`src/rtl/race_arbiter_if.sv`:
```
// Bundle between the requesters/observer and the race arbiter.
// The slave modport is the arbiter's view, the master modport is the environment's view.
interface race_arbiter_if #(
    parameter int N     = 4,
    parameter int CNT_W = 8
);
    logic [N-1:0]     req;
    logic [N-1:0]     ack;
    logic [N-1:0]     grant;
    logic             busy;
    logic             obs_start;
    logic             obs_done;
    logic [CNT_W-1:0] race_cycles;
    logic             late;

    modport master (
        output req,
        output obs_done,
        input  ack,
        input  grant,
        input  busy,
        input  obs_start,
        input  race_cycles,
        input  late
    );

    modport slave (
        input  req,
        input  obs_done,
        output ack,
        output grant,
        output busy,
        output obs_start,
        output race_cycles,
        output late
    );
endinterface

```
`src/rtl/race_arbiter.sv`:
```
// Round-robin arbiter sharing one start/done race observer among N requesters,
// timing each race in cycles and returning the result with a one-hot ack.
module race_arbiter #(
    parameter int N       = 4,
    parameter int CNT_W   = 8,
    parameter int TIMEOUT = 200
) (
    input  logic           clk,
    input  logic           rst_l,
    race_arbiter_if.slave  bus
);
    localparam int PTR_W = (N > 1) ? $clog2(N) : 1;
    localparam logic [CNT_W-1:0] CNT_MAX   = '1;
    localparam logic [CNT_W-1:0] TIMEOUT_C = CNT_W'(TIMEOUT);

    typedef enum logic [1:0] {
        IDLE    = 2'd0,
        START   = 2'd1,
        RELEASE = 2'd2,
        ACK     = 2'd3
    } state_t;

    state_t           state_reg, state_next;
    logic [PTR_W-1:0] ptr_reg, ptr_next;
    logic [PTR_W-1:0] win_reg, win_next;
    logic [N-1:0]     grant_reg, grant_next;
    logic [N-1:0]     ack_reg, ack_next;
    logic             obs_start_reg, obs_start_next;
    logic             busy_reg, busy_next;
    logic             late_reg, late_next;
    logic [CNT_W-1:0] cnt_reg, cnt_next;
    logic [CNT_W-1:0] race_cycles_reg, race_cycles_next;

    logic [PTR_W-1:0] scan_idx;
    logic [PTR_W-1:0] cand_idx;
    logic             scan_hit;
    logic [N-1:0]     scan_onehot;

    // First asserted request at or after the round-robin pointer, wrapping.
    always_comb begin
        scan_idx = '0;
        cand_idx = '0;
        scan_hit = 1'b0;
        for (int k = 0; k < N; k++) begin
            cand_idx = PTR_W'((int'(ptr_reg) + k) % N);
            if (!scan_hit && bus.req[cand_idx]) begin
                scan_hit = 1'b1;
                scan_idx = cand_idx;
            end
        end
    end

    genvar gi;
    generate
        for (gi = 0; gi < N; gi++) begin : g_onehot
            assign scan_onehot[gi] = (scan_idx == PTR_W'(gi));
        end
    endgenerate

    always_comb begin
        state_next       = state_reg;
        ptr_next         = ptr_reg;
        win_next         = win_reg;
        grant_next       = grant_reg;
        ack_next         = ack_reg;
        obs_start_next   = obs_start_reg;
        busy_next        = busy_reg;
        late_next        = late_reg;
        cnt_next         = cnt_reg;
        race_cycles_next = race_cycles_reg;

        case (state_reg)
            IDLE: begin
                // obs_done is deliberately ignored here: a stale done must not start anything.
                if (|bus.req) begin
                    win_next       = scan_idx;
                    grant_next     = scan_onehot;
                    obs_start_next = 1'b1;
                    busy_next      = 1'b1;
                    cnt_next       = '0;
                    late_next      = 1'b0;
                    state_next     = START;
                end
            end
            START: begin
                if (cnt_reg != CNT_MAX) begin
                    cnt_next = cnt_reg + 1'b1;
                end
                if (cnt_reg >= TIMEOUT_C) begin
                    late_next = 1'b1;
                end
                if (bus.obs_done) begin
                    race_cycles_next = cnt_reg;
                    obs_start_next   = 1'b0;
                    state_next       = RELEASE;
                end
            end
            RELEASE: begin
                if (!bus.obs_done) begin
                    ack_next   = grant_reg;
                    state_next = ACK;
                end
            end
            ACK: begin
                if (!bus.req[win_reg]) begin
                    ack_next   = '0;
                    grant_next = '0;
                    busy_next  = 1'b0;
                    ptr_next   = PTR_W'((int'(win_reg) + 1) % N);
                    state_next = IDLE;
                end
            end
            default: begin
                state_next = IDLE;
            end
        endcase
    end

    always_ff @(posedge clk or negedge rst_l) begin
        if (!rst_l) begin
            state_reg       <= IDLE;
            ptr_reg         <= '0;
            win_reg         <= '0;
            grant_reg       <= '0;
            ack_reg         <= '0;
            obs_start_reg   <= 1'b0;
            busy_reg        <= 1'b0;
            late_reg        <= 1'b0;
            cnt_reg         <= '0;
            race_cycles_reg <= '0;
        end else begin
            state_reg       <= state_next;
            ptr_reg         <= ptr_next;
            win_reg         <= win_next;
            grant_reg       <= grant_next;
            ack_reg         <= ack_next;
            obs_start_reg   <= obs_start_next;
            busy_reg        <= busy_next;
            late_reg        <= late_next;
            cnt_reg         <= cnt_next;
            race_cycles_reg <= race_cycles_next;
        end
    end

    assign bus.grant       = grant_reg;
    assign bus.ack         = ack_reg;
    assign bus.obs_start   = obs_start_reg;
    assign bus.busy        = busy_reg;
    assign bus.late        = late_reg;
    assign bus.race_cycles = race_cycles_reg;

    a_grant_onehot0: assert property (@(posedge clk) disable iff (!rst_l) $onehot0(grant_reg));
    a_ack_onehot0:   assert property (@(posedge clk) disable iff (!rst_l) $onehot0(ack_reg));
    a_ack_in_grant:  assert property (@(posedge clk) disable iff (!rst_l) (ack_reg & ~grant_reg) == '0);
    a_start_busy:    assert property (@(posedge clk) disable iff (!rst_l) obs_start_reg |-> busy_reg);
endmodule

```
`src/flat_wrapper.sv`:
```
// flat-port wrapper written by rule: the top's interface ports become plain ports
module race_arbiter_flat 
#(
    parameter int N       = 4,
    parameter int CNT_W   = 8,
    parameter int TIMEOUT = 200
)
  (clk, rst_l, bus_req, bus_obs_done, bus_ack, bus_grant, bus_busy, bus_obs_start, bus_race_cycles, bus_late);
  race_arbiter_if #(.N(N), .CNT_W(CNT_W)) bus_i ();
  input  logic clk;
  input  logic rst_l;
  input wire logic [$bits(bus_i.req)-1:0] bus_req;
  input wire logic [$bits(bus_i.obs_done)-1:0] bus_obs_done;
  output wire logic [$bits(bus_i.ack)-1:0] bus_ack;
  output wire logic [$bits(bus_i.grant)-1:0] bus_grant;
  output wire logic [$bits(bus_i.busy)-1:0] bus_busy;
  output wire logic [$bits(bus_i.obs_start)-1:0] bus_obs_start;
  output wire logic [$bits(bus_i.race_cycles)-1:0] bus_race_cycles;
  output wire logic [$bits(bus_i.late)-1:0] bus_late;
  assign bus_i.req = bus_req;
  assign bus_i.obs_done = bus_obs_done;
  assign bus_ack = bus_i.ack;
  assign bus_grant = bus_i.grant;
  assign bus_busy = bus_i.busy;
  assign bus_obs_start = bus_i.obs_start;
  assign bus_race_cycles = bus_i.race_cycles;
  assign bus_late = bus_i.late;
  race_arbiter #(.N(N), .CNT_W(CNT_W), .TIMEOUT(TIMEOUT)) u_core (.clk(clk), .rst_l(rst_l), .bus(bus_i));
endmodule
```
`config.mk`:
```
export PLATFORM = sky130hd
export DESIGN_NAME = race_arbiter_flat
export DESIGN_NICKNAME = d
export VERILOG_FILES = /design/src/rtl/race_arbiter_if.sv /design/src/rtl/race_arbiter.sv /design/src/flat_wrapper.sv
export SDC_FILE = /design/constraint.sdc
export NUM_CORES = 1
export LEC_CHECK = 0
export BUFFER_PORTS_ARGS = -buffer_cell sky130_fd_sc_hd__buf_2
export CAP_MARGIN = 20
export CORE_MARGIN = 5
export CORE_UTILIZATION = 45
export CTS_CLUSTER_DIAMETER = 60
export DETAILED_ROUTE_END_ITERATION = 12
export PLACE_DENSITY_LB_ADDON = 0.15
export SYNTH_ARGS = -nofsm -noshare
export SYNTH_HDL_FRONTEND = slang
export SYNTH_SLANG_ARGS = --single-unit
```
`constraint.sdc`:
```
create_clock -name clk -period 1.9 [get_ports clk]
set_input_delay 0.57 -clock clk [delete_from_list [all_inputs] [get_ports clk]]
set_output_delay 0.57 -clock clk [all_outputs]
set_load 0.02 [all_outputs]
```
==> impl_metrics.prom, run 1 <==
# TYPE chip_impl_metric gauge
chip_impl_info{name="outcome",value="finished, final reports clean"} 1
chip_impl_metric{name="synthCells",unit=""} 161
chip_impl_metric{name="cts_hold_buffers",unit=""} 0
chip_impl_metric{name="rrSetupSlack",unit="ns"} 0.07
chip_impl_metric{name="ioPinCount",unit=""} 26
chip_impl_info{name="crit_path_start",value="u_core.state_reg[0]"} 1
chip_impl_metric{name="cts_inserted_buffers",unit=""} 5
chip_impl_info{name="highest_count_cells_in_the_layout_ignoring_fill_and_taps",value="dfrtp_1 (33), buf_2 (25), buf_4 (15)"} 1
chip_impl_metric{name="final_min_period_over_clock_period",unit="%"} 96.2
chip_impl_metric{name="finalWirelength",unit="µm"} 4040
chip_impl_metric{name="maximum_vdd_ir_drop",unit="mV"} 0.500
chip_impl_metric{name="ys_ff_latch",unit=""} 33
chip_impl_metric{name="drt-met1-wl",unit="µm"} 1670
chip_impl_info{name="critical_path.endpoint",value="u_core.bus.grant[0]"} 1
chip_impl_metric{name="final_util",unit="%"} 55.0
chip_impl_metric{name="routed-wl-met3",unit="µm"} 206
chip_impl_info{name="cts_tree",value="done"} 1
chip_impl_metric{name="worst_ep_arrival_time",unit="ns"} 2.01
chip_impl_info{name="hp-class",value="primary input to asynchronous set/reset pin"} 1
chip_impl_metric{name="drc_errors",unit=""} 0
chip_impl_metric{name="placeableCoreArea",unit="µm²"} 3910
chip_impl_info{name="maxUsedRoutingLayer",value="met4"} 1
chip_impl_metric{name="final_antenna_net_count",unit=""} 0
chip_impl_metric{name="syn_area",unit="µm²"} 1790
chip_impl_metric{name="global_route.overflow_total",unit=""} 0
chip_impl_metric{name="final_layout_size_suffix_gt1_share",unit="%"} 34.5
chip_impl_metric{name="design_power_total",unit="µW"} 3200
chip_impl_metric{name="timing_worst_slew_pin_value",unit="ns"} 0.410
chip_impl_info{name="postSynth.topFlopCell",value="dfrtp_1"} 1
chip_impl_metric{name="wl_per_cell",unit="µm"} 16.0
chip_impl_info{name="critical_path_class",value="flop to flop"} 1
chip_impl_metric{name="timing.fmax",unit="MHz"} 547
chip_impl_metric{name="cp_max_fo",unit=""} 5
chip_impl_metric{name="final-max-slew-violation-count",unit=""} 0
chip_impl_metric{name="hold_viol_final",unit=""} 0
chip_impl_metric{name="floorplan.initialDensity",unit="%"} 45.7
chip_impl_metric{name="area_growth_syn_to_layout",unit="%"} 20.4
chip_impl_metric{name="postSynthAreaPerCell",unit="µm²"} 11.1
chip_impl_info{name="rsz0062_at_grt",value="false"} 1
chip_impl_metric{name="via_count",unit=""} 1410
chip_impl_metric{name="clkTransAtPathRegs",unit="ns"} 0.07
chip_impl_metric{name="first_global_vias",unit=""} 1486
chip_impl_metric{name="async_reset_ff_share",unit="%"} 100
chip_impl_metric{name="cell_rows",unit=""} 23
chip_impl_metric{name="synthesis.yosys.warnings",unit=""} 0
chip_impl_metric{name="avgViaCountPerCell",unit=""} 5.57
chip_impl_metric{name="nFillCells",unit=""} 367
chip_impl_info{name="clockRootBuffer",value="clkbuf_8"} 1
chip_impl_metric{name="drt_iter0_markers",unit=""} 60
chip_impl_metric{name="dieHeight",unit="µm"} 73.0
chip_impl_info{name="rr_startpoint",value="u_core.state_reg[0]"} 1
chip_impl_info{name="crit_end_element",value="flop"} 1
chip_impl_info{name="critPathLaunchType",value="flop"} 1
chip_impl_metric{name="worst_slew_margin_rel",unit="%"} 72.6
chip_impl_metric{name="powerDensity",unit="nW/µm²"} 1490
chip_impl_metric{name="design.die.area",unit="µm²"} 5330
chip_impl_metric{name="post_dp_hpwl",unit="µm"} 3060
chip_impl_info{name="critical_path.reg2reg.endpoint",value="u_core.bus.grant[0]"} 1
chip_impl_metric{name="leakage",unit="µW"} 0.00107
chip_impl_metric{name="num_antenna_cells",unit=""} 0
chip_impl_metric{name="gr-usage-all-layers",unit="%"} 17.3
chip_impl_metric{name="fin_worst_skew",unit="ns"} 0.00673
chip_impl_metric{name="finalWorstPathRequiredPeriod",unit="ns"} 1.83
chip_impl_metric{name="clock_tree.htree_level_count",unit=""} 2
chip_impl_metric{name="clk_path_buf_depth",unit=""} 2
chip_impl_metric{name="cts_num_sinks",unit=""} 33
chip_impl_metric{name="design.final.nets",unit=""} 216
chip_impl_metric{name="finalSetupViolations",unit=""} 0
chip_impl_metric{name="place.port_buffers",unit=""} 25
chip_impl_metric{name="grt_first_pass_wirelength",unit="µm"} 7000
chip_impl_metric{name="clock_latency",unit="ns"} 0.29
chip_impl_metric{name="maxCapViolCount",unit=""} 0
chip_impl_metric{name="timing.reg2reg.worst_path_depth",unit=""} 5
chip_impl_metric{name="grt_start_max_net_pins",unit=""} 34
chip_impl_metric{name="synth.yosys.seq_area_share",unit="%"} 46.2
chip_impl_metric{name="synth-edff-count",unit=""} 0
chip_impl_metric{name="critical_path_rt",unit="ns"} 2.08
chip_impl_metric{name="gp_congestion",unit=""} 0.778
chip_impl_metric{name="antenna_found_initial",unit=""} 0
chip_impl_info{name="final_common_cell",value="dfrtp_1"} 1
chip_impl_metric{name="route.met2.wl",unit="µm"} 2050
chip_impl_metric{name="chipWidth",unit="µm"} 73.0
chip_impl_metric{name="postCtsSetupRepairBufs",unit=""} 0
chip_impl_metric{name="syn_nets",unit=""} 174
chip_impl_metric{name="synth_cell_types",unit=""} 47
chip_impl_metric{name="drt_pass1_iterations",unit=""} 4
[metal layers]
| layer | vias up | global-route usage [%] |
|---|---|---|
| met2 | 37 | 29.0 |
| met1 | 688 | 19.4 |
| met3 | 13 | 6.06 |
| li1 | 672 | - |
| met5 | - | 0 |
| met4 | 0 | 8.61 |
[cells in the mapped netlist (all sizes together), types with 3 or more instances]
library cell / number / share of area (%)
o22ai: 4 / 1.4
nor2b: 4 / 1.4
nand3: 3 / 0.84
ha: 6 / 4.2
mux2i: 6 / 3.4
a21oi: 8 / 2.2
a31oi: 4 / 1.4
a211oi: 4 / 2.7
and2: 3 / 1.1
clkbuf: 3 / 1.2
o21ai: 7 / 2.0
inv: 6 / 1.3
dfrtp: 33 / 46
buf: 3 / 1.3
a32o: 4 / 2.2
mux2: 13 / 8.6
nor2: 9 / 1.9
nand2: 14 / 2.9
[repair_timing]
item | CTS | global route
pin swaps | 1 | 1
setup endpoints to repair | 1 | 12
resized for setup | 0 | 1
cloned | 0 | 0
[report_power, final]
| part | switching [µW] | internal (µW) | leakage, µW |
|---|---|---|---|
| Combinational | 856 | 719 | 0.000585 |
| Sequential | 165 | 915 | 0.000437 |
| Clock | 255 | 287 | 0.0000443 |
| Total | 1270 | 1920 | 0.00107 |
[logic make-up after synthesis]
logic type | after synthesis | share of synthesized area [%]
AO/OA/AOI/OAI | 41 | 18.1
XOR/XNOR | 1 | 0.490
adder cells (fa/ha/maj) | 6 | 4.20
buffers and inverters | 12 | 3.78
flip-flops | 33 | 46.2
multiplexers | 19 | 12.0
AND/OR/NAND/NOR | 49 | 15.3
[worst max-delay path, stage by stage (launching register included)]
cell and delay [ns]:
dfrtp_1 0.42, ha_1 0.24, and2b_2 0.21, o2bb2ai_2 0.18, or3_4 0.44, a32o_1 0.22
[final cells by class]
class / instances / area, µm² / area share [%]
flip-flops and latches: 33 / 826 / 38.4
repair buffers: 41 / 258 / 12.0
well taps: 50 / 62.6 / 2.91
clock buffers: 7 / 86.3 / 4.01
inverters: 6 / 22.5 / 1.05
multi-input cells: 116 / 896 / 41.7
[worst min-delay path by stage]
stage,to
floorplan,u_core.bus.ack[0]
global placement,u_core.bus.race_cycles[0]
detailed placement,u_core.bus.busy
CTS,u_core.ptr_reg[0]
global route,u_core.ptr_reg[0]
finish,u_core.ptr_reg[0]
[through the flow]
step	setup WS (ns)	hold slack (ns)	TNS (ns)	area, µm²	instances
3_3_place_gp	-0.0792	0.461	-0.384	2060	246
5_1_grt	0.0159	0.331	0	2150	253
2_1_floorplan	0.00915	0.274	0	1790	161
4_1_cts	0.0204	0.305	0	2150	253
3_5_place_dp	-0.126	0.465	-0.763	2060	246
6_report	0.0718	0.289	0	2150	253
Note: power is estimated with default switching activity, not from simulation.
==> run 2, diff against run 1 <==
CORE_UTILIZATION = 51   (was 45)
==> run 2 against run 1 <==
Against the previous run: power down 3.7%; sequential share of layout area is 0.61 points higher; largest power group unchanged; utilization increased by 8.0 points; largest cell class unchanged; clock skew up 0.0021 ns; clock power shrank 17%; final cell count fell by 1.6%; flip-flop and latch count unchanged; clock-buffer cell count unchanged; combinational power is essentially flat.
==> impl_metrics.prom, run 2 (synthesized netlist as in run 1, its figures left out) <==
# TYPE chip_impl_metric gauge
chip_impl_metric{name="final_util",unit="%"} 62.9
chip_impl_metric{name="drc_errors",unit=""} 0
chip_impl_metric{name="powerDensity",unit="nW/µm²"} 1450
chip_impl_metric{name="cp_max_fo",unit=""} 6
chip_impl_info{name="rsz0062_at_grt",value="false"} 1
chip_impl_metric{name="cts_num_sinks",unit=""} 33
chip_impl_metric{name="chipWidth",unit="µm"} 69.2
chip_impl_metric{name="critical_path_rt",unit="ns"} 2.13
chip_impl_metric{name="avgViaCountPerCell",unit=""} 5.69
chip_impl_metric{name="power_switching_share",unit="%"} 40.2
chip_impl_metric{name="rrSetupSlack",unit="ns"} 0.08
chip_impl_info{name="hp-class",value="primary input to asynchronous set/reset pin"} 1
chip_impl_metric{name="fin_worst_skew",unit="ns"} 0.00879
chip_impl_metric{name="placeableCoreArea",unit="µm²"} 3360
chip_impl_metric{name="timing_worst_slew_pin_value",unit="ns"} 0.416
chip_impl_metric{name="timing.reg2reg.worst_path_depth",unit=""} 5
chip_impl_metric{name="dp_slack",unit="ns"} -0.156
chip_impl_info{name="outcome",value="finished, final reports clean"} 1
chip_impl_info{name="rr_startpoint",value="u_core.state_reg[1]"} 1
chip_impl_metric{name="leakage",unit="µW"} 0.00105
chip_impl_metric{name="combinationalPowerShare",unit="%"} 50.6
chip_impl_info{name="crit_path_start",value="u_core.state_reg[1]"} 1
chip_impl_metric{name="clk_path_buf_depth",unit=""} 2
chip_impl_info{name="cp_cell_sequence",value="inv_1, ha_1, and2b_2, a2111oi_4, mux2_4"} 1
chip_impl_metric{name="grt_start_max_net_pins",unit=""} 34
chip_impl_metric{name="floorplan.initialDensity",unit="%"} 53.1
chip_impl_info{name="critical_path.reg2reg.endpoint",value="u_core.state_reg[1]"} 1
chip_impl_metric{name="design_power_total",unit="µW"} 3080
chip_impl_metric{name="power.internal",unit="µW"} 1840
chip_impl_metric{name="via_count",unit=""} 1418
chip_impl_metric{name="clockPowerShare",unit="%"} 14.6
chip_impl_metric{name="clkTransAtPathRegs",unit="ns"} 0.10
chip_impl_metric{name="cts_inserted_buffers",unit=""} 5
chip_impl_metric{name="num_antenna_cells",unit=""} 0
chip_impl_metric{name="final-max-slew-violation-count",unit=""} 0
chip_impl_metric{name="finalSetupViolations",unit=""} 0
chip_impl_metric{name="area_growth_syn_to_layout",unit="%"} 18.5
chip_impl_metric{name="fin_worst_hold_slack",unit="ns"} 0.241
chip_impl_metric{name="postLayoutSetupSlackWorst",unit="ns"} 0.0763
chip_impl_info{name="critPathLaunchType",value="flop"} 1
chip_impl_metric{name="clock_latency",unit="ns"} 0.33
chip_impl_metric{name="clock_tree.htree_level_count",unit=""} 2
chip_impl_info{name="critical_path_class",value="flop to flop"} 1
chip_impl_info{name="critical_path.endpoint",value="u_core.state_reg[1]"} 1
chip_impl_metric{name="global_route.overflow_total",unit=""} 0
chip_impl_metric{name="p_switching",unit="µW"} 1240
chip_impl_metric{name="worst_slew_margin_rel",unit="%"} 72.2
chip_impl_metric{name="ioPinCount",unit=""} 26
chip_impl_metric{name="place.port_buffers",unit=""} 25
chip_impl_info{name="critical-path-slowest-cell",value="dfrtp_1"} 1
chip_impl_metric{name="finalWirelength",unit="µm"} 3770
chip_impl_info{name="final_common_cell",value="dfrtp_1"} 1
chip_impl_metric{name="design.final.nets",unit=""} 215
chip_impl_metric{name="timing.fmax",unit="MHz"} 548
chip_impl_metric{name="final_min_period_over_clock_period",unit="%"} 96.0
chip_impl_info{name="highest_count_cells_in_the_layout_ignoring_fill_and_taps",value="dfrtp_1 (33), buf_2 (25), buf_4 (15)"} 1
chip_impl_metric{name="hold_viol_final",unit=""} 0
chip_impl_metric{name="cell_rows",unit=""} 21
chip_impl_metric{name="final_antenna_net_count",unit=""} 0
chip_impl_metric{name="sequentialPowerShare",unit="%"} 34.8
chip_impl_metric{name="drt_iter0_markers",unit=""} 25
chip_impl_metric{name="setup-tns-final",unit="ns"} 0
chip_impl_metric{name="final_layout_size_suffix_gt1_share",unit="%"} 35.0
chip_impl_metric{name="first_global_vias",unit=""} 1365
chip_impl_metric{name="wl_per_cell",unit="µm"} 15.1
chip_impl_metric{name="design.die.area",unit="µm²"} 4790
chip_impl_metric{name="critical_path.max_stage_delay",unit="ns"} 0.42
chip_impl_metric{name="gr-usage-all-layers",unit="%"} 16.3
chip_impl_info{name="clockRootBuffer",value="clkbuf_4"} 1
chip_impl_info{name="cts_tree",value="done"} 1
chip_impl_metric{name="drt_pass1_iterations",unit=""} 4
chip_impl_metric{name="post_dp_hpwl",unit="µm"} 2820
chip_impl_metric{name="gp_congestion",unit=""} 0.806
chip_impl_metric{name="maxCapViolCount",unit=""} 0
chip_impl_metric{name="antenna_found_initial",unit=""} 0
chip_impl_metric{name="grt_first_pass_wirelength",unit="µm"} 6260
chip_impl_info{name="crit_end_element",value="flop"} 1
chip_impl_metric{name="maximum_vdd_ir_drop",unit="mV"} 0.820
chip_impl_metric{name="dieHeight",unit="µm"} 69.2
chip_impl_metric{name="finalWorstPathRequiredPeriod",unit="ns"} 1.82
chip_impl_metric{name="worst_ep_arrival_time",unit="ns"} 2.05
## run 2: cell types whose count changed in the layout (fill, tap and decap cells not counted)
cell,delta
clkbuf_4,+5
clkbuf_8,-4
buf_12,-1
clkinv_2,+1
a211oi_4,+1
a211oi_2,-1
clkbuf_1,-1
## run 2: final cells by class
type	instances	area (µm²)
Fill cell	312	1250
Clock buffer	7	65.1
Clock inverter	1	5.00
Multi-Input combinational cell	116	903
Timing Repair Buffer	40	238
Tap cell	46	57.6
Sequential cell	33	826
Inverter	6	22.5
## run 2: per-layer routing
metal	GRT usage, %	share of wire [%]	up-vias
met1	18.5	41	695
met2	28.8	52	43
met5	0	0	-
li1	-	-	674
met4	6.07	1.5	0
met3	4.78	5.0	6
## run 2: worst min path at each step
stage                          startpoint                        end  slack (ns)  depth (start not counted)
after CTS                           rst_l  u_core.bus.race_cycles[4]        0.25                          2
final                               rst_l  u_core.bus.race_cycles[4]        0.24                          2
after global placement    u_core.bus.busy            u_core.bus.busy        0.46                          1
after detailed placement  u_core.bus.busy            u_core.bus.busy        0.47                          1
after global routing                rst_l          u_core.cnt_reg[5]        0.26                          2
after floorplan                     rst_l          u_core.bus.ack[0]        0.27                          0
## run 2: power by group through the flow
stage	clock network, µW	registers (µW)	logic (µW)
floorplan	0	1210	982
global placement	0	1080	1490
detailed placement	0	1090	1550
CTS	468	1070	1550
global route	500	1100	1700
finish	450	1070	1560
## run 2: metrics by stage
stage	cell area [µm²]	instances
2_1_floorplan	1790	161
3_3_place_gp	2040	241
3_5_place_dp	2040	241
4_1_cts	2110	249
5_1_grt	2120	249
6_report	2120	249
## run 2: critical path: cells and delay by family (launching register included)
family,cells,cell delay [ns]
muxes,1,0.34
AOI/OAI and AO/OA,1,0.37
DFF,1,0.42
adders and majority gates,1,0.26
and+or+nand+nor,1,0.25
buffers and inverters,1,0.09
## run 2: repair_timing
item                       in CTS  in global routing
setup endpoints to repair       1                  6
hold buffers                    0                  0
gates resized for setup         0                  2
pin swaps                       1                  1
buffers inserted                0                  0
gates cloned                    0                  0
